==> config.mk <==
export PLATFORM = sky130hd
export DESIGN_NAME = stackcalc_feeder
export DESIGN_NICKNAME = d
export VERILOG_FILES = /design/src/rtl/stackcalc_pkg.sv /design/src/rtl/stackcalc_nibble_fifo.sv /design/src/rtl/stackcalc_feeder.sv
export SDC_FILE = /design/constraint.sdc
export NUM_CORES = 1
export LEC_CHECK = 0
export BUFFER_PORTS_ARGS = -buffer_cell sky130_fd_sc_hd__buf_4
export CORE_UTILIZATION = 30
export DETAILED_ROUTE_END_ITERATION = 12
export GPL_ROUTABILITY_DRIVEN = 0
export PLACE_DENSITY_LB_ADDON = 0.12
export REMOVE_ABC_BUFFERS = 1
export SLEW_MARGIN = 10
export SYNTH_ARGS = -nofsm -noshare
export SYNTH_HDL_FRONTEND = slang
export SYNTH_SLANG_ARGS = --single-unit
==> constraint.sdc <==
create_clock -name clk -period 4.2 [get_ports clk]
set_input_delay 0.63 -clock clk [delete_from_list [all_inputs] [get_ports clk]]
set_output_delay 0.63 -clock clk [all_outputs]
set_load 0.01 [all_outputs]
==> src/rtl/stackcalc_pkg.sv <==
// Shared types and constants for the stackcalc feeder and its nibble FIFO.
package stackcalc_pkg;

    typedef logic [3:0] nibble_t;

    typedef enum logic [2:0] {
        IDLE,
        LO,
        HI,
        RST_LO,
        RST_HI
    } feeder_state_t;

    localparam int unsigned RST_PERIODS = 2;

endpackage

==> src/rtl/stackcalc_nibble_fifo.sv <==
// Synchronous nibble FIFO: pointers wrap modulo DEPTH, occupancy tracked in a level counter.
module stackcalc_nibble_fifo
    import stackcalc_pkg::*;
#(
    parameter int unsigned DEPTH = 8
) (
    input  logic                         clk,
    input  logic                         rst,
    input  logic                         push,
    input  nibble_t                      push_data,
    input  logic                         pop,
    output nibble_t                      head_c,
    output logic                         empty_c,
    output logic                         full,
    output logic [$clog2(DEPTH+1)-1:0]   level
);

    localparam int unsigned AW = $clog2(DEPTH);
    localparam int unsigned LW = $clog2(DEPTH + 1);

    nibble_t         mem [DEPTH];
    logic [AW-1:0]   wr_ptr;
    logic [AW-1:0]   rd_ptr;
    logic [LW-1:0]   level_next;
    logic            do_push;
    logic            do_pop;

    // No bypass: a push while full is dropped even if a pop happens the same cycle.
    assign do_push = push && !full;
    assign do_pop  = pop && !empty_c;
    assign empty_c = (level == '0);
    assign head_c  = mem[rd_ptr];

    always_comb begin
        level_next = level;
        if (do_push && !do_pop) begin
            level_next = level + LW'(1);
        end else if (!do_push && do_pop) begin
            level_next = level - LW'(1);
        end
    end

    always_ff @(posedge clk) begin
        if (do_push) begin
            mem[wr_ptr] <= push_data;
        end
    end

    always_ff @(posedge clk) begin
        if (rst) begin
            wr_ptr <= '0;
            rd_ptr <= '0;
            level  <= '0;
            full   <= 1'b0;
        end else begin
            if (do_push) begin
                wr_ptr <= wr_ptr + AW'(1);
            end
            if (do_pop) begin
                rd_ptr <= rd_ptr + AW'(1);
            end
            level <= level_next;
            full  <= (level_next == LW'(DEPTH));
        end
    end

endmodule

==> src/rtl/stackcalc_feeder.sv <==
// Replays buffered nibbles into the stackcalc io_in, generating its slow clock and reset.
// Optional result capture on the falling half is enabled by STACKCALC_FEEDER_CAPTURE_EN.
module stackcalc_feeder
    import stackcalc_pkg::*;
#(
    parameter int unsigned DEPTH = 8,
    parameter int unsigned DIV   = 4
) (
    input  logic                         clk,
    input  logic                         rst,
    input  logic                         wr_valid,
    input  logic [3:0]                   wr_data,
    output logic                         wr_ready,
    input  logic                         rst_req,
    output logic [7:0]                   calc_io_in,
    input  logic [7:0]                   calc_io_out,
    output logic                         busy,
    output logic [$clog2(DEPTH+1)-1:0]   level
`ifdef STACKCALC_FEEDER_CAPTURE_EN
    ,
    output logic [7:0]                   result,
    output logic                         result_valid
`endif
);

    localparam int unsigned CW = $clog2(DIV + 1);
    localparam int unsigned PW = $clog2(RST_PERIODS + 1);
    localparam logic [CW-1:0] RELOAD = CW'(DIV - 1);

    feeder_state_t  state;
    feeder_state_t  state_next;
    logic [CW-1:0]  cnt;
    logic [CW-1:0]  cnt_next;
    logic [PW-1:0]  per;
    logic [PW-1:0]  per_next;
    logic           pend;
    logic           pend_next;
    logic           pop_c;
    logic           cap_c;
    logic           half_done_c;
    nibble_t        data;
    nibble_t        head_c;
    logic           empty_c;
    logic           full;
    logic           calc_clk;
    logic           calc_rst;

    stackcalc_nibble_fifo #(
        .DEPTH (DEPTH)
    ) u_fifo (
        .clk       (clk),
        .rst       (rst),
        .push      (wr_valid),
        .push_data (wr_data),
        .pop       (pop_c),
        .head_c    (head_c),
        .empty_c   (empty_c),
        .full      (full),
        .level     (level)
    );

    assign wr_ready    = !full;
    assign half_done_c = (cnt == '0);
    assign calc_io_in  = {2'b00, data, calc_rst, calc_clk};

    // Reset requests are only serviced from IDLE and win over queued data.
    always_comb begin
        state_next = state;
        cnt_next   = cnt;
        per_next   = per;
        pend_next  = pend || rst_req;
        pop_c      = 1'b0;
        cap_c      = 1'b0;
        case (state)
            IDLE: begin
                if (pend) begin
                    state_next = RST_LO;
                    cnt_next   = RELOAD;
                    per_next   = '0;
                    pend_next  = rst_req;
                end else if (!empty_c) begin
                    state_next = LO;
                    cnt_next   = RELOAD;
                    pop_c      = 1'b1;
                end
            end
            LO: begin
                cnt_next = cnt - CW'(1);
                if (half_done_c) begin
                    state_next = HI;
                    cnt_next   = RELOAD;
                end
            end
            HI: begin
                cnt_next = cnt - CW'(1);
                if (half_done_c) begin
                    state_next = IDLE;
                    cnt_next   = RELOAD;
                    cap_c      = 1'b1;
                end
            end
            RST_LO: begin
                cnt_next = cnt - CW'(1);
                if (half_done_c) begin
                    state_next = RST_HI;
                    cnt_next   = RELOAD;
                end
            end
            RST_HI: begin
                cnt_next = cnt - CW'(1);
                if (half_done_c) begin
                    cnt_next = RELOAD;
                    if (per == PW'(RST_PERIODS - 1)) begin
                        state_next = IDLE;
                    end else begin
                        state_next = RST_LO;
                        per_next   = per + PW'(1);
                    end
                end
            end
            default: begin
                state_next = IDLE;
                cnt_next   = RELOAD;
            end
        endcase
    end

    // Outputs are registered from next-state so they line up with the state they describe.
    always_ff @(posedge clk) begin
        if (rst) begin
            state    <= IDLE;
            cnt      <= '0;
            per      <= '0;
            pend     <= 1'b0;
            data     <= '0;
            calc_clk <= 1'b0;
            calc_rst <= 1'b0;
            busy     <= 1'b0;
        end else begin
            state    <= state_next;
            cnt      <= cnt_next;
            per      <= per_next;
            pend     <= pend_next;
            if (pop_c) begin
                data <= head_c;
            end
            calc_clk <= (state_next == HI) || (state_next == RST_HI);
            calc_rst <= (state_next == RST_LO) || (state_next == RST_HI);
            busy     <= (state_next != IDLE) || pend_next;
        end
    end

`ifdef STACKCALC_FEEDER_CAPTURE_EN
    always_ff @(posedge clk) begin
        if (rst) begin
            result       <= '0;
            result_valid <= 1'b0;
        end else begin
            result_valid <= cap_c;
            if (cap_c) begin
                result <= calc_io_out;
            end
        end
    end
`else
    logic unused_capture;
    assign unused_capture = ^{calc_io_out, cap_c};
`endif

endmodule

==> results.yml <==
sta:
  finalCritPeriodShare: 0.503
  tns_ns: 0
  relSlewSlack: 0.323
  setup_viol: 0
  hold_viol: 0
  skew_ns: 0.0120
  hold-worst-slack_ns: 0.461
  fmax_mhz: 473
  tightest_slew_ns: 1.01
  rsz0062_at_grt: "false"
  slew_violations: 0
  min_period_ns: 2.11
yosys:
  synth_warnings: 0
  postSynth.asyncResetShare: 0
  synth-seq-cells: 59
  yosysUniqueCellTypes: 45
  synth.area.mux_share: 0.0834
  synth_compound_area_frac: 0.0986
  synth_top_family_by_area: "simple AND/OR/NAND/NOR gates"
  synth.avg_cell_area_um2: 12.1
  synthAdderAreaFrac: 0.0332
  syn_area_um2: 2640
  synth_xor_area_frac: 0.0133
  ys_seq_area_frac: 0.569
  synthSimpleGateAreaFrac: 0.153
  ys.flop_type: "edfxtp_1"
  synth_edf_count: 32
  syn_inst: 218
outcome:
  status: "completed"
die:
  io_pins: 30
  initial_core_util: 0.315
  die_w_um: 95.8
  rows: 33
  core_region_area_um2: 8380
  die_h_um: 95.8
  die-area_um2: 9180
worst_setup_path:
  rrSetupSlack_ns: 2.09
  r2r-start: "u_fifo.level[0]"
  start_kind: "register"
  endpoint_kind: "register"
  r2r_end: "u_fifo.full"
  rr_worst_depth: 7
  crit_start: "u_fifo.level[0]"
  criticalPathCategory: "reg -> reg"
  crit_fanout: 12
  required_ns: 4.43
  critPathArrivalTime_ns: 2.35
  cp-endpoint: "u_fifo.full"
final_layout:
  final_core_util: 0.362
  synthToLayoutAreaGrowth_pct: 14.8
  drive_above_1_share: 0.200
  n_antenna_cell: 0
  instances_no_fill: 345
  layout_common_cells: "edfxtp_1, dfxtp_1, nor2_1"
  fin_nets: 258
  layout_commonest_cell: "edfxtp_1"
detailed_routing:
  drt-initial-drc-count: 81
  avgViaCountPerCell: 4.80
  wire_per_inst_um: 14.6
  ant_nets: 0
  drt_first_pass_iters: 4
  routed_wl_mm: 5.04
  drc: 0
  num_vias: 1657
clocking:
  cts_tree: "yes"
  max-clock-path-buffers: 2
  clk-insertion-delay-late_ns: 0.35
  cts.sink_count: 59
  htreeDepth: 3
  cts_resized: 0
  postCtsSetupBuffers: 0
  ctsHoldBuffers: 0
  cts_buffers: 9
  cts_root_buf: "clkbuf_8"
  cts.reportedPaths.clkPinSlew_ns: 0.07
power:
  ir_worst_vdd_v: 0.000220
  leakage_nw: 1.04
  cellPowerDensity_nw_per_um2: 648
flow_run:
  drv_cap: 0
global_route:
  antenna_found_initial: 0
  grt_pass1_wl_mm: 8.34
  grt_max_degree: 28
  grt_pass1_vias: 1581
  grtUsageTotal: 0.128
  gr-total-overflow: 0
placement:
  dp_hpwl_mm: 3.42
  numPortBuffers: 19
  dp_cells: 329
hold_path:
  hold_path.class: "reg -> reg"
-- how the worst min path moves through the flow --
stage                     endpoint  slack [ns]  depth (start not counted)   start
after floorplan             per[1]        0.43                          2  per[1]
after global placement      per[1]        0.45                          2  per[1]
after detailed placement    cnt[0]        0.45                          1  cnt[0]
after CTS                   per[1]        0.46                          2  per[1]
after global routing        per[1]        0.48                          2  per[1]
final                       per[1]        0.46                          2  per[1]
-- synth_stat cells (all sizes together) (4+ instances only) --
library cell | instances | area, um^2
edfxtp | 32 | 961
dfxtp | 27 | 541
nor2 | 26 | 100
nand2 | 16 | 60.1
buf | 11 | 90.1
a21oi | 9 | 45.0
mux4 | 8 | 180
nand2b | 8 | 50.1
a211oi | 7 | 52.6
ha | 7 | 87.6
nor3 | 7 | 35.0
inv | 6 | 22.5
nand3 | 5 | 25.0
o21ai | 5 | 36.3
clkbuf | 4 | 15.0
mux2i | 4 | 40.0
-- critical path: stages (launching register included) --
cell     delay (ns)
dfxtp_1        0.39
inv_1          0.09
ha_1           0.22
nor3b_1        0.54
nor2_2         0.24
nand2_1        0.19
a32oi_1        0.12
nor4_1         0.20
-- flip-flops by register name, summed over array words and instances, names as in the netlist --
signal / count
cnt: 3
u_fifo.mem: 32
state: 3
data: 4
u_fifo.level: 4
busy: 1
u_fifo.wr_ptr: 3
pend: 1
u_fifo.full: 1
calc_rst: 1
per: 2
calc_clk: 1
u_fifo.rd_ptr: 3
-- stage by stage --
| step | area, um^2 | worst slack [ns] | total power [mW] |
|---|---|---|---|
| 6_report | 3030 | 2.09 | 1.96 |
| 5_1_grt | 3030 | 1.81 | 2.11 |
| 4_1_cts | 3030 | 2.02 | 2.00 |
| 3_5_place_dp | 2820 | 1.93 | 1.43 |
| 3_3_place_gp | 2820 | 2.03 | 1.43 |
| 2_1_floorplan | 2540 | 2.18 | 1.23 |
-- cell families (layout without fill, tap and decap cells) --
group                    count (synthesis)  after routing
adder cells (fa/ha/maj)                  7              7
other                                    1              2
AND/OR/NAND/NOR                         78             78
buffers and inverters                   21             42
AO/OA/AOI/OAI                           36             36
XOR/XNOR                                 4              4
flip-flops                              59             59
multiplexers                            12             12
-- routing by layer --
metal | vias to the layer above | GRT usage | wire length, um
met5 | - | 0 | 0
li1 | 833 | - | -
met1 | 790 | 0.175 | 2630
met2 | 23 | 0.176 | 2140
met3 | 11 | 0.0379 | 134
met4 | 0 | 0.0746 | 134
-- power breakdown --
part / switching (mW) / internal, mW
Clock: 0.228 / 0.332
Combinational: 0.308 / 0.291
Sequential: 0.109 / 0.697
Total: 0.645 / 1.32
-- layout make-up --
| class | instances | area [um^2] |
|---|---|---|
| timing repair buffer | 20 | 150 |
| tap | 105 | 131 |
| sequential | 59 | 1500 |
| clock inverter | 5 | 78.8 |
| fill | 860 | 5350 |
| inverter | 6 | 22.5 |
| clock buffer | 11 | 131 |
| multi-input combinational | 139 | 1010 |
Power figures use the tool's default switching activity.
